===== src/rtl/fp_seq_pkg.sv =====
// Shared types and constants for the floating-point sequencers.
package fp_seq_pkg;

    // Sequencer state; exposed on a debug port by each sequencer.
    typedef enum logic [2:0] {
        IDLE  = 3'd0,
        FETCH = 3'd1,
        ISSUE = 3'd2,
        WAIT  = 3'd3,
        DONE  = 3'd4
    } state_t;

    // Bit positions inside the 5-bit exception flag vector.
    localparam int FLG_INVALID   = 4;
    localparam int FLG_INFINITE  = 3;
    localparam int FLG_OVERFLOW  = 2;
    localparam int FLG_UNDERFLOW = 1;
    localparam int FLG_INEXACT   = 0;
    localparam int NUM_FLAGS     = 5;

    // Positive zero is all-zero bits for any IEEE-style width; users slice it.
    localparam logic [63:0] FP_POS_ZERO = 64'h0;

endpackage


===== src/rtl/fp_latency_watchdog.sv =====
// Counts cycles since an operation was issued and flags when the count
// would reach TIMEOUT. clear has priority over enable.
module fp_latency_watchdog #(
    parameter int TIMEOUT = 15
) (
    input  logic clk,
    input  logic reset,
    input  logic clear,
    input  logic enable,
    output logic expired
);

    localparam int               CNT_W = $clog2(TIMEOUT + 1);
    localparam logic [CNT_W-1:0] LIMIT = CNT_W'(TIMEOUT);
    localparam logic [CNT_W-1:0] LAST  = CNT_W'(TIMEOUT - 1);

    if (TIMEOUT < 4) begin : g_bad_timeout
        $error("fp_latency_watchdog: TIMEOUT must be at least 4");
    end

    logic [CNT_W-1:0] cnt_q;
    logic [CNT_W-1:0] cnt_d;

    // Next count: clear wins, otherwise saturating increment while enabled.
    always_comb begin
        cnt_d = cnt_q;
        if (clear) begin
            cnt_d = '0;
        end else if (enable && (cnt_q != LIMIT)) begin
            cnt_d = cnt_q + CNT_W'(1);
        end
    end

    // Counter register.
    always_ff @(posedge clk) begin
        if (reset) begin
            cnt_q <= '0;
        end else begin
            cnt_q <= cnt_d;
        end
    end

    // Fires in the cycle whose increment would make the count reach TIMEOUT.
    assign expired = enable && !clear && (cnt_q == LAST);

endmodule


===== src/rtl/fp_reduce_seq.sv =====
// Streams len words from a comb-read memory through one pipelined FP adder,
// one operation in flight, and returns the sum with OR-ed exception flags.
// Calyx go/done handshake: go is a level sampled only in IDLE; done is a
// single-cycle pulse during which sum/flags/timeout_err are already valid.
module fp_reduce_seq
    import fp_seq_pkg::*;
#(
    parameter int expWidth   = 8,
    parameter int sigWidth   = 24,
    parameter int numWidth   = 32,
    parameter int ADDR_WIDTH = 4,
    parameter int TIMEOUT    = 15
) (
    input  logic                  clk,
    input  logic                  reset,
    input  logic                  go,
    input  logic [ADDR_WIDTH:0]   len,
    input  logic [2:0]            roundingMode,
    output logic [ADDR_WIDTH-1:0] mem_addr0,
    input  logic [numWidth-1:0]   mem_read_data,
    output logic                  add_val,
    output logic [numWidth-1:0]   add_a,
    output logic [numWidth-1:0]   add_b,
    output logic                  add_subOp,
    output logic [2:0]            add_roundingMode,
    input  logic [numWidth-1:0]   add_out,
    input  logic [4:0]            add_exceptionFlags,
    input  logic                  add_done,
    output logic [numWidth-1:0]   sum,
    output logic [4:0]            flags,
    output logic                  timeout_err,
    output logic                  done,
    output logic [2:0]            dbg_state
);

    localparam int                  IW       = ADDR_WIDTH + 1;
    localparam logic [IW-1:0]       MAX_LEN  = IW'(1 << ADDR_WIDTH);
    localparam logic [numWidth-1:0] POS_ZERO = FP_POS_ZERO[numWidth-1:0];

    if (numWidth != expWidth + sigWidth) begin : g_bad_width
        $error("fp_reduce_seq: numWidth must equal expWidth + sigWidth");
    end

    state_t                state_q, state_d;
    logic [IW-1:0]         len_q, len_d;
    logic [IW-1:0]         idx_q, idx_d;
    logic [IW-1:0]         idx_next;
    logic [IW-1:0]         len_clamped;
    logic [numWidth-1:0]   acc_q, acc_d;
    logic [numWidth-1:0]   b_q, b_d;
    logic [numWidth-1:0]   sum_q, sum_d;
    logic [4:0]            flags_q, flags_d;
    logic                  terr_q, terr_d;
    logic                  done_q, done_d;
    logic                  add_val_q, add_val_d;
    logic [ADDR_WIDTH-1:0] addr_q, addr_d;
    logic                  wd_clear;
    logic                  wd_enable;
    logic                  wd_expired;

    // Lengths beyond the memory depth are treated as a full-memory reduction.
    assign len_clamped = (len > MAX_LEN) ? MAX_LEN : len;

    fp_latency_watchdog #(
        .TIMEOUT (TIMEOUT)
    ) u_watchdog (
        .clk     (clk),
        .reset   (reset),
        .clear   (wd_clear),
        .enable  (wd_enable),
        .expired (wd_expired)
    );

    // Next-state and datapath decode. Outputs (done, add_val, address) are
    // computed for the state being entered so they come straight from flops.
    always_comb begin
        state_d   = state_q;
        len_d     = len_q;
        idx_d     = idx_q;
        acc_d     = acc_q;
        b_d       = b_q;
        sum_d     = sum_q;
        flags_d   = flags_q;
        terr_d    = terr_q;
        done_d    = 1'b0;
        add_val_d = 1'b0;
        addr_d    = '0;
        wd_clear  = 1'b0;
        wd_enable = 1'b0;
        idx_next  = idx_q + IW'(1);

        case (state_q)
            IDLE: begin
                if (go) begin
                    len_d   = len_clamped;
                    acc_d   = POS_ZERO;
                    flags_d = '0;
                    terr_d  = 1'b0;
                    idx_d   = '0;
                    if (len_clamped == '0) begin
                        sum_d   = POS_ZERO;
                        done_d  = 1'b1;
                        state_d = DONE;
                    end else begin
                        addr_d  = '0;
                        state_d = FETCH;
                    end
                end
            end
            FETCH: begin
                // Address is already on mem_addr0; capture the element.
                b_d       = mem_read_data;
                add_val_d = 1'b1;
                wd_clear  = 1'b1;
                state_d   = ISSUE;
            end
            ISSUE: begin
                wd_enable = 1'b1;
                state_d   = WAIT;
            end
            WAIT: begin
                if (add_done) begin
                    acc_d   = add_out;
                    flags_d = flags_q | add_exceptionFlags;
                    idx_d   = idx_next;
                    if (idx_next == len_q) begin
                        sum_d   = add_out;
                        done_d  = 1'b1;
                        state_d = DONE;
                    end else begin
                        addr_d  = idx_next[ADDR_WIDTH-1:0];
                        state_d = FETCH;
                    end
                end else begin
                    wd_enable = 1'b1;
                    if (wd_expired) begin
                        // Abandon the run; acc keeps its last good value.
                        terr_d  = 1'b1;
                        sum_d   = acc_q;
                        done_d  = 1'b1;
                        state_d = DONE;
                    end
                end
            end
            DONE: begin
                state_d = IDLE;
            end
            default: begin
                state_d = IDLE;
            end
        endcase
    end

    // All sequencer state; reset aborts any run without a done pulse.
    always_ff @(posedge clk) begin
        if (reset) begin
            state_q   <= IDLE;
            len_q     <= '0;
            idx_q     <= '0;
            acc_q     <= '0;
            b_q       <= '0;
            sum_q     <= '0;
            flags_q   <= '0;
            terr_q    <= 1'b0;
            done_q    <= 1'b0;
            add_val_q <= 1'b0;
            addr_q    <= '0;
        end else begin
            state_q   <= state_d;
            len_q     <= len_d;
            idx_q     <= idx_d;
            acc_q     <= acc_d;
            b_q       <= b_d;
            sum_q     <= sum_d;
            flags_q   <= flags_d;
            terr_q    <= terr_d;
            done_q    <= done_d;
            add_val_q <= add_val_d;
            addr_q    <= addr_d;
        end
    end

    // Operands come from registers that only change at FETCH (b) or on
    // add_done (acc), so they are stable for the whole operation.
    assign add_a            = acc_q;
    assign add_b            = b_q;
    assign add_subOp        = 1'b0;
    assign add_roundingMode = roundingMode;
    assign add_val          = add_val_q;
    assign mem_addr0        = addr_q;
    assign sum              = sum_q;
    assign flags            = flags_q;
    assign timeout_err      = terr_q;
    assign done             = done_q;
    assign dbg_state        = state_q;

endmodule

===== config.mk =====
export PLATFORM = sky130hd
export DESIGN_NAME = fp_reduce_seq
export DESIGN_NICKNAME = d
export VERILOG_FILES = /design/src/rtl/fp_seq_pkg.sv /design/src/rtl/fp_latency_watchdog.sv /design/src/rtl/fp_reduce_seq.sv
export SDC_FILE = /design/constraint.sdc
export NUM_CORES = 1
export LEC_CHECK = 0
export ABC_AREA = 1
export CORE_AREA = 2 2 111 113
export CTS_CLUSTER_SIZE = 20
export DETAILED_ROUTE_END_ITERATION = 7
export DIE_AREA = 0 0 113 115
export DONT_BUFFER_PORTS = 1
export HOLD_SLACK_MARGIN = 0.05
export SETUP_SLACK_MARGIN = 0.2
export SYNTH_ARGS = -nofsm -noshare
export SYNTH_HDL_FRONTEND = slang
export SYNTH_HIERARCHICAL = 1
export SYNTH_SLANG_ARGS = --single-unit

===== constraint.sdc =====
create_clock -name clk -period 2.35 [get_ports clk]
set_input_delay 0.235 -clock clk [delete_from_list [all_inputs] [get_ports clk]]
set_output_delay 0.235 -clock clk [all_outputs]
set_load 0.02 [all_outputs]

==> run_results.csv, run 1 <==
group,metric,value,unit
floorplanning,dieArea,0.0130,sq mm
pwr,clockPowerShare,27.4,%
pwr,p_leak,3.25,nW
clock_tree,clk_pin_slew,60,ps
place,dpl_worst_slack,157,ps
sta,setup_tns,0,ps
logic_synthesis,synth_area,0.00524,sq mm
drt,vias,4907,
global_routing,grt_pass1_vias,4772,
floorplanning,fp.coreArea,0.0118,sq mm
place,place_hpwl,8.54,mm
sta,rsz0062_at_grt,"true",
pwr,power_frac_seq,37.7,%
pwr,ir_drop,0.601,mV
drt,routedWlPerCell,15.0,microns
sta,relSlewSlack,63.1,%
clock_tree,clock_path_buffers,2,
logic_synthesis,synth-edff-count,0,
place,gp_congestion,0.787,
critical_path,path_cells,"inv_2, nor2_4, nand2_2, o21ai_4, nand2_2, nor3_2, nor2_1, nand2_1, nand2_2, a21oi_4, nand3_4, clkbuf_16, nand2_1, nand2_1, nor2_1",
pwr,power,10.2,mW
sta,clock_skew,10.1,ps
floorplanning,rows,40,
pwr,netSwitchingFraction,41.7,%
sta,layout_setup_ws,173,ps
critical_path,critPathKind,"reg -> reg",
logic_synthesis,synth_seq_cells,125,
drt,vias_per_cell,4.99,
logic_synthesis,yosysTopAreaCellShare,47.8,%
flow_run,drv_cap,0,
global_routing,overflow,0,
sta,slew_viol_final,0,
sta,report.final.setup_viol,0,
layout,antennaDiodeCount,0,
sta,fmax,0.459,GHz
global_routing,antenna_found_initial,0,
critical_path,worstPathRequired,2700,ps
drt,drt_drc_violations_left,12,
logic_synthesis,synth_warnings,6,
drt,drtPass1Iterations,6,
floorplanning,io_pins,196,
clock_tree,htreeDepth,4,
logic_synthesis,seq_area_frac_synth,47.8,%
critical_path,worstSetupStartpointType,"register",
pwr,pwr-share-comb,34.9,%
logic_synthesis,syn_inst,753,
pwr,switchingPower,4.26,mW
sta,timing.final.crit_share,92.7,%
clock_tree,cts_buffers,17,
layout,area_delta_synth_final,32.0,%
worst_hold_path,min_path_type,"in -> reg",
run_status,status,"finished, violations left",
critical_path,cp_top_family,"simple AND/OR/NAND/NOR gates",
pwr,p_per_area,1480,mW/mm^2
logic_synthesis,ys.flop_type,"dfxtp_1",
drt,drt_first_iter_violations,273,
clock_tree,clock_sinks,125,
critical_path,path_buf_inv,2,
drt,wirelength,14.8,mm
critical_path,crit_slowest_cell,"dfxtp_2",
sta,period_needed,2180,ps
clock_tree,clk-insertion-delay-late,420,ps
floorplanning,start_util,44.4,%
critical_path,critPathMaxFanout,8,
layout,nNetsFinal,907,
sta,hold_violations,0,
global_routing,grt.total_usage,21.5,%
logic_synthesis,postSynthAreaPerCell,6.96,sq um
clock_tree,cts_root_buffer,"clkbuf_16",
logic_synthesis,synth_cell_types,26,
place,dpl_cell_area,0.00530,sq mm
critical_path,cp.arrival,2530,ps
floorplanning,die_height,115,microns
critical_path,crit_path_end_kind,"register",
global_routing,grt_max_degree,67,
clock_tree,cts_tree,"built",
floorplanning,die_w,113,microns
logic_synthesis,synth_top_cell_by_area,"dfxtp_1",
layout,drive_gt1_share,10.9,%
layout,postLayoutCoreUtil,58.5,%
logic_synthesis,synth_area_leaders,"dfxtp_1 (48%), nor2_1 (13%), nand2_1 (11%)",
pwr,p_int,5.95,mW
sta,worst_slew_pin_slew,553,ps
logic_synthesis,yosysMostFrequentCell,"nor2_1",
global_routing,grt_pass1_wl,22.1,mm
drt,postRouteAntennaNets,0,
run_status,violations,"design-rule violations",
place,portBuffers,0,
logic_synthesis,syn-num-nets,837,
logic_synthesis,async_reset_ff_share,0,%
critical_path,max_stage_delay,340,ps
logic_synthesis,synth_commonest_cells,"nor2_1 (177), nand2_1 (155), dfxtp_1 (125)",
layout,final_area,0.00691,sq mm
-- layout by cell type, fill, tap and decap left out, types with 5 or more instances in the layout --
cell           Yosys  final
clkbuf_16          0     21
dfxtp_1          125    122
nand3_1           13     13
inv_1             95     92
nand4_1            5      5
a21oi_1           52     51
nor2_1           177    174
inv_2              4      6
dlygate4sd3_1      0     67
buf_4              8     17
o21ai_0           37     36
nand2_1          155    147
a22oi_1           24     24
nand2_2            4      9
-- cells by family after synthesis --
logic type,count (synthesis),synth area share [%]
other cells,1,0.0716
flops,125,47.8
buf+inv,142,11.2
xor+xnor,1,0.167
simple gates,359,26.8
fa+ha+maj,3,0.717
compound gates,122,13.2
-- power groups by stage --
stage	logic, mW	clock network (mW)	registers (mW)
after CTS	2.81	2.84	3.85
after detailed placement	2.68	0	3.89
after global placement	2.58	0	3.88
final	3.57	2.80	3.85
after floorplan	2.24	0	3.75
after global routing	4.06	2.95	3.92
-- per-layer routing --
metal	vias up	wire (microns)	share of wire, %	global-route usage [%]
met1	2255	6130	41	22.4
met2	159	7350	50	38.6
li1	2468	-	-	-
met4	0	261	1.8	9.11
met3	25	1030	7.0	8.70
met5	-	0	0	0
-- cell type report --
class                      instances  area (sq um)
fill                            1039          4900
multi-input combinational        486          2230
timing repair buffer              94           987
clock inverter                    14           191
inverter                          99           375
sequential                       125          2510
clock buffer                      18           439
tap                              147           184
-- worst reg2reg max path: stages (launching register included) --
cell and delay (ps):
dfxtp_2 340, inv_2 40, nor2_4 110, nand2_2 90, o21ai_4 190, nand2_2 70
nor3_2 150, nor2_1 70, nand2_1 120, nand2_2 90, a21oi_4 150, nand3_4 210
clkbuf_16 260, nand2_1 60, nand2_1 50, nor2_1 110
-- timing repair --
item / CTS / global route
hold buffers: 68 / 0
pin swaps: 0 / 13
setup endpoints to repair: 32 / 59
gates cloned: 0 / 7
hold endpoints to repair: 93 / 0
resized for setup: 1 / 26
setup buffers: 0 / 8
-- path summary, 6_finish.rpt --
kind | startpoint | to | slack (ps) | depth (start not counted)
setup / recovery | dbg_state[1] | sum[7] | 170 | 15
hold / removal | add_out[13] | sum[13] | 50 | 4
setup reg to reg | dbg_state[1] | sum[7] | 170 | 15
hold reg to reg | len_q[1] | len_q[1] | 510 | 2
-- flip-flops by register name, summed over array words and instances, names as in the netlist --
register,cells
sum,32
dbg_state,3
u_watchdog/cnt_q,4
add_val,1
idx_q,5
mem_addr0,4
len_q,5
done,1
add_a,32
add_b,32
timeout_err,1
flags,5
-- metrics by stage --
stage / hold WS, ps / cells
6_report: 51.7 / 983
5_1_grt: 67.0 / 983
4_1_cts: 50.4 / 968
3_5_place_dp: 315 / 868
3_3_place_gp: 312 / 868
2_1_floorplan: 374 / 753
Note: power is estimated with default switching activity, not from simulation.
==> run 2, diff against run 1 <==
- PLACE_DENSITY: default -> 0.61
==> run 2 against run 1 <==
The flow still finishes with violations (design-rule violations). First-iteration DRC count shrank 3.3%. Design area grew 1.1%. Via count is 1.3% higher. Largest power group unchanged. Register-to-register slack improved by 40 ps. Wire length rose by 1.2%. Core utilization is 0.65 points higher. Clock skew grew 5.3 ps.
==> run_results.csv, run 2 (synthesis gave the netlist of run 1 again) <==
group,metric,value,unit
layout,drive_gt1_share,12.1,%
run_status,violations,"design-rule violations",
floorplanning,fp.coreArea,0.0118,sq mm
floorplanning,dieArea,0.0130,sq mm
critical_path,worstSetupStartpointType,"register",
layout,antennaDiodeCount,0,
global_routing,overflow,0,
pwr,p_per_area,1480,mW/mm^2
place,place_hpwl,8.66,mm
floorplanning,io_pins,196,
drt,postRouteAntennaNets,0,
drt,wl_met2,7.47,mm
sta,hold_violations,0,
critical_path,critPathKind,"reg -> reg",
global_routing,grt.total_usage,21.2,%
sta,setup_tns,0,ps
sta,report.final.setup_viol,0,
clock_tree,clock_path_buffers,2,
sta,fmax,0.469,GHz
global_routing,grt_pass1_vias,4760,
layout,multi_input_area,0.00230,sq mm
pwr,power_frac_seq,37.3,%
clock_tree,clock_sinks,125,
flow_run,drv_cap,0,
layout,nFillCells,1039,
clock_tree,cts_root_buffer,"clkbuf_16",
critical_path,cp.arrival,2430,ps
drt,vias,4970,
pwr,p_int,6.05,mW
drt,drtPass1Iterations,7,
pwr,switchingPower,4.27,mW
drt,route.met3.wl,1.04,mm
clock_tree,clk_pin_slew,60,ps
pwr,p_leak,3.26,nW
critical_path,ff2ff_setup_slack,220,ps
layout,area_delta_synth_final,33.4,%
drt,drt_first_iter_violations,264,
drt,routedWlPerCell,15.2,microns
clock_tree,htreeDepth,4,
sta,rsz0062_at_grt,"true",
critical_path,critPathMaxFanout,16,
sta,period_needed,2130,ps
pwr,pwr-share-comb,36.0,%
drt,drt-met1-wl,6.19,mm
pwr,ir_drop,0.555,mV
clock_tree,clk-insertion-delay-late,420,ps
drt,wirelength,15.0,mm
global_routing,grt_max_degree,67,
floorplanning,die_height,115,microns
layout,final_common_cell,"nor2_1",
drt,drt_drc_violations_left,13,
clock_tree,cts_buffers,17,
global_routing,grt_pass1_wl,22.0,mm
layout,seqCellArea,0.00251,sq mm
pwr,clockPowerShare,26.7,%
sta,worst_slew_pin_slew,806,ps
drt,topRoutingLayerUsed,"met4",
pwr,netSwitchingFraction,41.4,%
global_routing,antenna_found_initial,0,
critical_path,worstPathRequired,2650,ps
layout,nNetsFinal,910,
critical_path,crit_path_end_kind,"register",
place,dpl_worst_slack,177,ps
worst_hold_path,min_path_type,"in -> reg",
drt,vias_per_cell,5.05,
place,portBuffers,0,
floorplanning,rows,40,
sta,relSlewSlack,45.7,%
sta,clock_skew,15.4,ps
sta,layout_setup_ws,216,ps
run_status,status,"finished, violations left",
floorplanning,start_util,44.4,%
sta,timing.final.crit_share,90.8,%
sta,slew_viol_final,0,
floorplanning,die_w,113,microns
place,gp_congestion,0.836,
layout,layout_common_cells,"nor2_1 (170), nand2_1 (142), dfxtp_1 (122)",
clock_tree,cts_tree,"built",
==> run 2: metrics by stage <==
stage	instances	hold slack, ps	util [%]	instance area (sq um)	total power [mW]
after detailed placement	872	311	45.1	5330	6.59
after global routing	985	70.9	59.2	6990	11.0
after global placement	872	311	45.1	5330	6.46
final	985	53.3	59.2	6990	10.3
after floorplan	753	374	-	5240	5.98
after CTS	971	50.5	56.3	6650	9.46
==> run 2: critical path: stages, from the launching register on <==
cell     delay, ps
dfxtp_2        340
inv_2           40
nor2_4         100
nand2_2        100
o21ai_4        180
nand2_1         80
nor3_2         100
nor2_1          80
nand2_1        120
nand2_2         90
a21oi_4        160
buf_4          150
nand3_4        110
buf_12         220
nor2_1          90
nor2_1          50
==> run 2: final cells by class <==
type / instances / share of cell area, %
inverters: 99 / 5.32
clock buffers: 20 / 6.53
well taps: 147 / 2.63
repair buffers: 96 / 14.4
multi-input cells: 487 / 32.9
flip-flops and latches: 125 / 35.9
clock inverters: 11 / 2.38
==> run 2: power by group through the flow <==
stage | registers (mW) | logic (mW) | clock network (mW)
after floorplan | 3.75 | 2.24 | 0
after global placement | 3.87 | 2.60 | 0
after detailed placement | 3.88 | 2.71 | 0
after CTS | 3.84 | 2.82 | 2.80
after global routing | 3.92 | 4.19 | 2.90
final | 3.85 | 3.72 | 2.75
==> run 2: per-layer routing <==
metal	global-route usage (%)	vias to the layer above
met3	8.38	22
met4	9.59	0
met1	22.5	2307
met5	0	-
li1	-	2480
met2	37.4	161
==> run 2: path summary, 6_finish.rpt <==
path,from,to,cells after the start
setup / recovery,dbg_state[1],sum[30],15
hold / removal,add_out[19],sum[19],4
setup reg to reg,dbg_state[1],sum[30],15
hold reg to reg,len_q[3],len_q[3],2
==> run 2: what timing repair did <==
item	CTS	global route
cloned	0	9
pin swaps	0	11
gates resized for setup	1	39
hold endpoints to repair	88	0
hold buffers	68	0
buffers inserted	0	5
endpoints found under the setup margin	27	34
==> run 3, diff against run 2 <==
- CORE_AREA: 2 2 111 113 -> 2 2 105 107
- DIE_AREA: 0 0 113 115 -> 0 0 107 109
- PLACE_DENSITY: 0.61 -> 0.66
- SYNTH_HIERARCHICAL: 1 -> default
==> run 3 against run 2 <==
The flow now finishes without violations. Worst setup slack improved by 180 ps. Combinational power shrank 35%. Worst hold slack improved by 110 ps. Sequential share of layout area grew 1.6 points. Design area fell by 4.4%. Clock power down 3%.
==> run_results.csv, run 3 <==
group,metric,value,unit
run_status,status,"finished, final reports clean",
logic_synthesis,synth_area,0.00520,sq mm
drt,drt_drc_violations_left,0,
place,gp_congestion,0.837,
drt,wl_met2,6.95,mm
global_routing,grt_pass1_vias,4788,
logic_synthesis,postSynthAreaPerCell,6.83,sq um
logic_synthesis,async_reset_ff_share,0,%
clock_tree,cts_buffers,17,
pwr,p_leak,3.46,nW
floorplanning,die_w,107,microns
floorplanning,dieArea,0.0117,sq mm
sta,slew_viol_final,0,
critical_path,max_stage_delay,400,ps
layout,antennaDiodeCount,0,
clock_tree,htreeDepth,4,
layout,drive_gt1_share,5.94,%
critical_path,critPathKind,"reg -> reg",
drt,drt_first_iter_violations,266,
clock_tree,clock_path_buffers,2,
global_routing,antenna_found_initial,0,
logic_synthesis,synth_seq_cells,125,
critical_path,worstSetupStartpointType,"register",
drt,topRoutingLayerUsed,"met4",
logic_synthesis,synth_warnings,0,
logic_synthesis,syn-num-nets,846,
floorplanning,rows,38,
sta,clock_skew,8.69,ps
floorplanning,io_pins,196,
critical_path,worstPathRequired,2740,ps
global_routing,grt_max_degree,67,
sta,period_needed,1950,ps
drt,drt-met1-wl,5.59,mm
floorplanning,fp.coreArea,0.0106,sq mm
layout,postLayoutCoreUtil,63.0,%
sta,worst_slew_pin_slew,641,ps
pwr,ir_drop,0.596,mV
drt,drtPass1Iterations,5,
place,portBuffers,0,
logic_synthesis,synth_cell_types,27,
layout,multi_input_area,0.00203,sq mm
critical_path,cp.arrival,2350,ps
logic_synthesis,synth-edff-count,0,
critical_path,critPathMaxFanout,33,
logic_synthesis,yosysMostFrequentCell,"nand2_1",
critical_path,cpMostUsedCell,"nand2_1",
sta,rsz0062_at_grt,"false",
logic_synthesis,synth_top_cell_by_area,"dfxtp_1",
logic_synthesis,yosysTopAreaCellShare,48.1,%
drt,wirelength,14.1,mm
sta,timing.final.crit_share,83.1,%
layout,nFillCells,913,
clock_tree,post_cts_buffers,0,
critical_path,ff2ff_setup_slack,400,ps
logic_synthesis,synth_area_leaders,"dfxtp_1 (48%), nand2_1 (12%), nor2_1 (11%)",
global_routing,overflow,0,
logic_synthesis,syn_inst,762,
layout,nNetsFinal,913,
sta,fmax,0.512,GHz
drt,vias,4899,
layout,area_delta_synth_final,28.5,%
floorplanning,die_height,109,microns
clock_tree,clock_sinks,125,
pwr,p_per_area,1300,mW/mm^2
sta,relSlewSlack,57.2,%
worst_hold_path,min_path_type,"in -> reg",
critical_path,path_cells,"ha_1, inv_1, nand2_1, nand2_1, nand2_1, nand3_1, nor2_1, nand2_1, nand2_1, nand3_2, buf_12, nor2_1, nor2_1",
logic_synthesis,synth_commonest_cells,"nand2_1 (169), nor2_1 (154), dfxtp_1 (125)",
drt,route.met3.wl,1.27,mm
floorplanning,start_util,49.1,%
clock_tree,cts_root_buffer,"clkbuf_8",
critical_path,crit_slowest_cell,"dfxtp_2",
drt,vias_per_cell,4.99,
drt,postRouteAntennaNets,0,
layout,layout_common_cells,"nand2_1 (169), nor2_1 (153), dfxtp_1 (124)",
layout,seqCellArea,0.00250,sq mm
critical_path,crit_path_end_kind,"register",
flow_run,drv_cap,0,
global_routing,grt_pass1_wl,22.4,mm
clock_tree,cts_tree,"built",
clock_tree,clk-insertion-delay-late,510,ps
logic_synthesis,ys.flop_type,"dfxtp_1",
clock_tree,clk_pin_slew,60,ps
drt,routedWlPerCell,14.4,microns
global_routing,grt.total_usage,24.3,%
sta,hold_violations,0,
logic_synthesis,seq_area_frac_synth,48.1,%
place,place_hpwl,8.49,mm
sta,setup_tns,0,ps
layout,final_common_cell,"nand2_1",
sta,report.final.setup_viol,0,
[run 3: cell types whose count changed after synthesis, sizes merged, moves of 10 or more]
| cell | change |
|---|---|
| a21oi | +25 |
| a22oi | -23 |
| inv | +26 |
| nand2 | +10 |
| nand3 | +29 |
| nor2 | -23 |
| o21ai | -34 |
[run 3: what timing repair did]
item                                    in CTS  in global routing
resized for setup                            0                  2
endpoints found under the setup margin       0                 32
endpoints found under the hold margin       83                  0
hold buffers                                77                  0
[run 3: path summary, 6_finish.rpt]
check,cells past startpoint,to,startpoint
worst max-delay path,13,sum[14],idx_q[0]
worst min-delay path,4,idx_q[4],add_done
worst max register to register,13,sum[14],idx_q[0]
worst min register to register,1,u_watchdog.cnt_q[2],u_watchdog.cnt_q[2]
[run 3: cells by family (layout without fill, tap and decap cells)]
family	count (synthesis)	count (layout)	share of synthesized area (%)
compound gates	90	90	9.19
buf+inv	166	246	13.0
fa+ha+maj	3	3	0.722
xor+xnor	1	1	0.168
simple gates	376	376	28.8
flops	125	125	48.1
other cells	1	1	0.0721
[run 3: power by group]
group	internal (mW)	total, mW	switching (mW)
Clock	1.75	2.67	0.923
Combinational	0.840	2.43	1.59
Sequential	2.63	3.59	0.956
[run 3: worst max-delay path, delay by kind of cell (launching register included)]
kind          cells  cell delay [ps]
simple gates     10              900
fa+ha+maj         1              260
buf+inv           2              270
flops             1              400
[run 3: final cells by class]
type                            count  share of cell area, %
Sequential cell                   125                   37.5
Clock inverter                     11                   2.49
Multi-Input combinational cell    471                   30.4
Timing Repair Buffer               88                   13.4
Clock buffer                       21                   6.57
Tap cell                          140                   2.62
Inverter                          126                   7.08
[run 3: stage by stage]
| step | cells | power, mW | instance area, sq um | hold WS [ps] | worst slack, ps |
|---|---|---|---|---|---|
| CTS | 981 | 8.60 | 6650 | 153 | 330 |
| global placement | 872 | 5.71 | 5270 | 318 | 423 |
| floorplan | 762 | 5.31 | 5200 | 338 | 548 |
| global route | 982 | 9.27 | 6680 | 185 | 216 |
| finish | 982 | 8.68 | 6680 | 161 | 396 |
| detailed placement | 872 | 5.79 | 5270 | 318 | 370 |
[run 3: metal layers]
metal | track usage (%) | vias up
met5 | 0 | -
li1 | - | 2443
met2 | 42.1 | 225
met3 | 9.03 | 29
met1 | 27.4 | 2202
met4 | 9.18 | 0
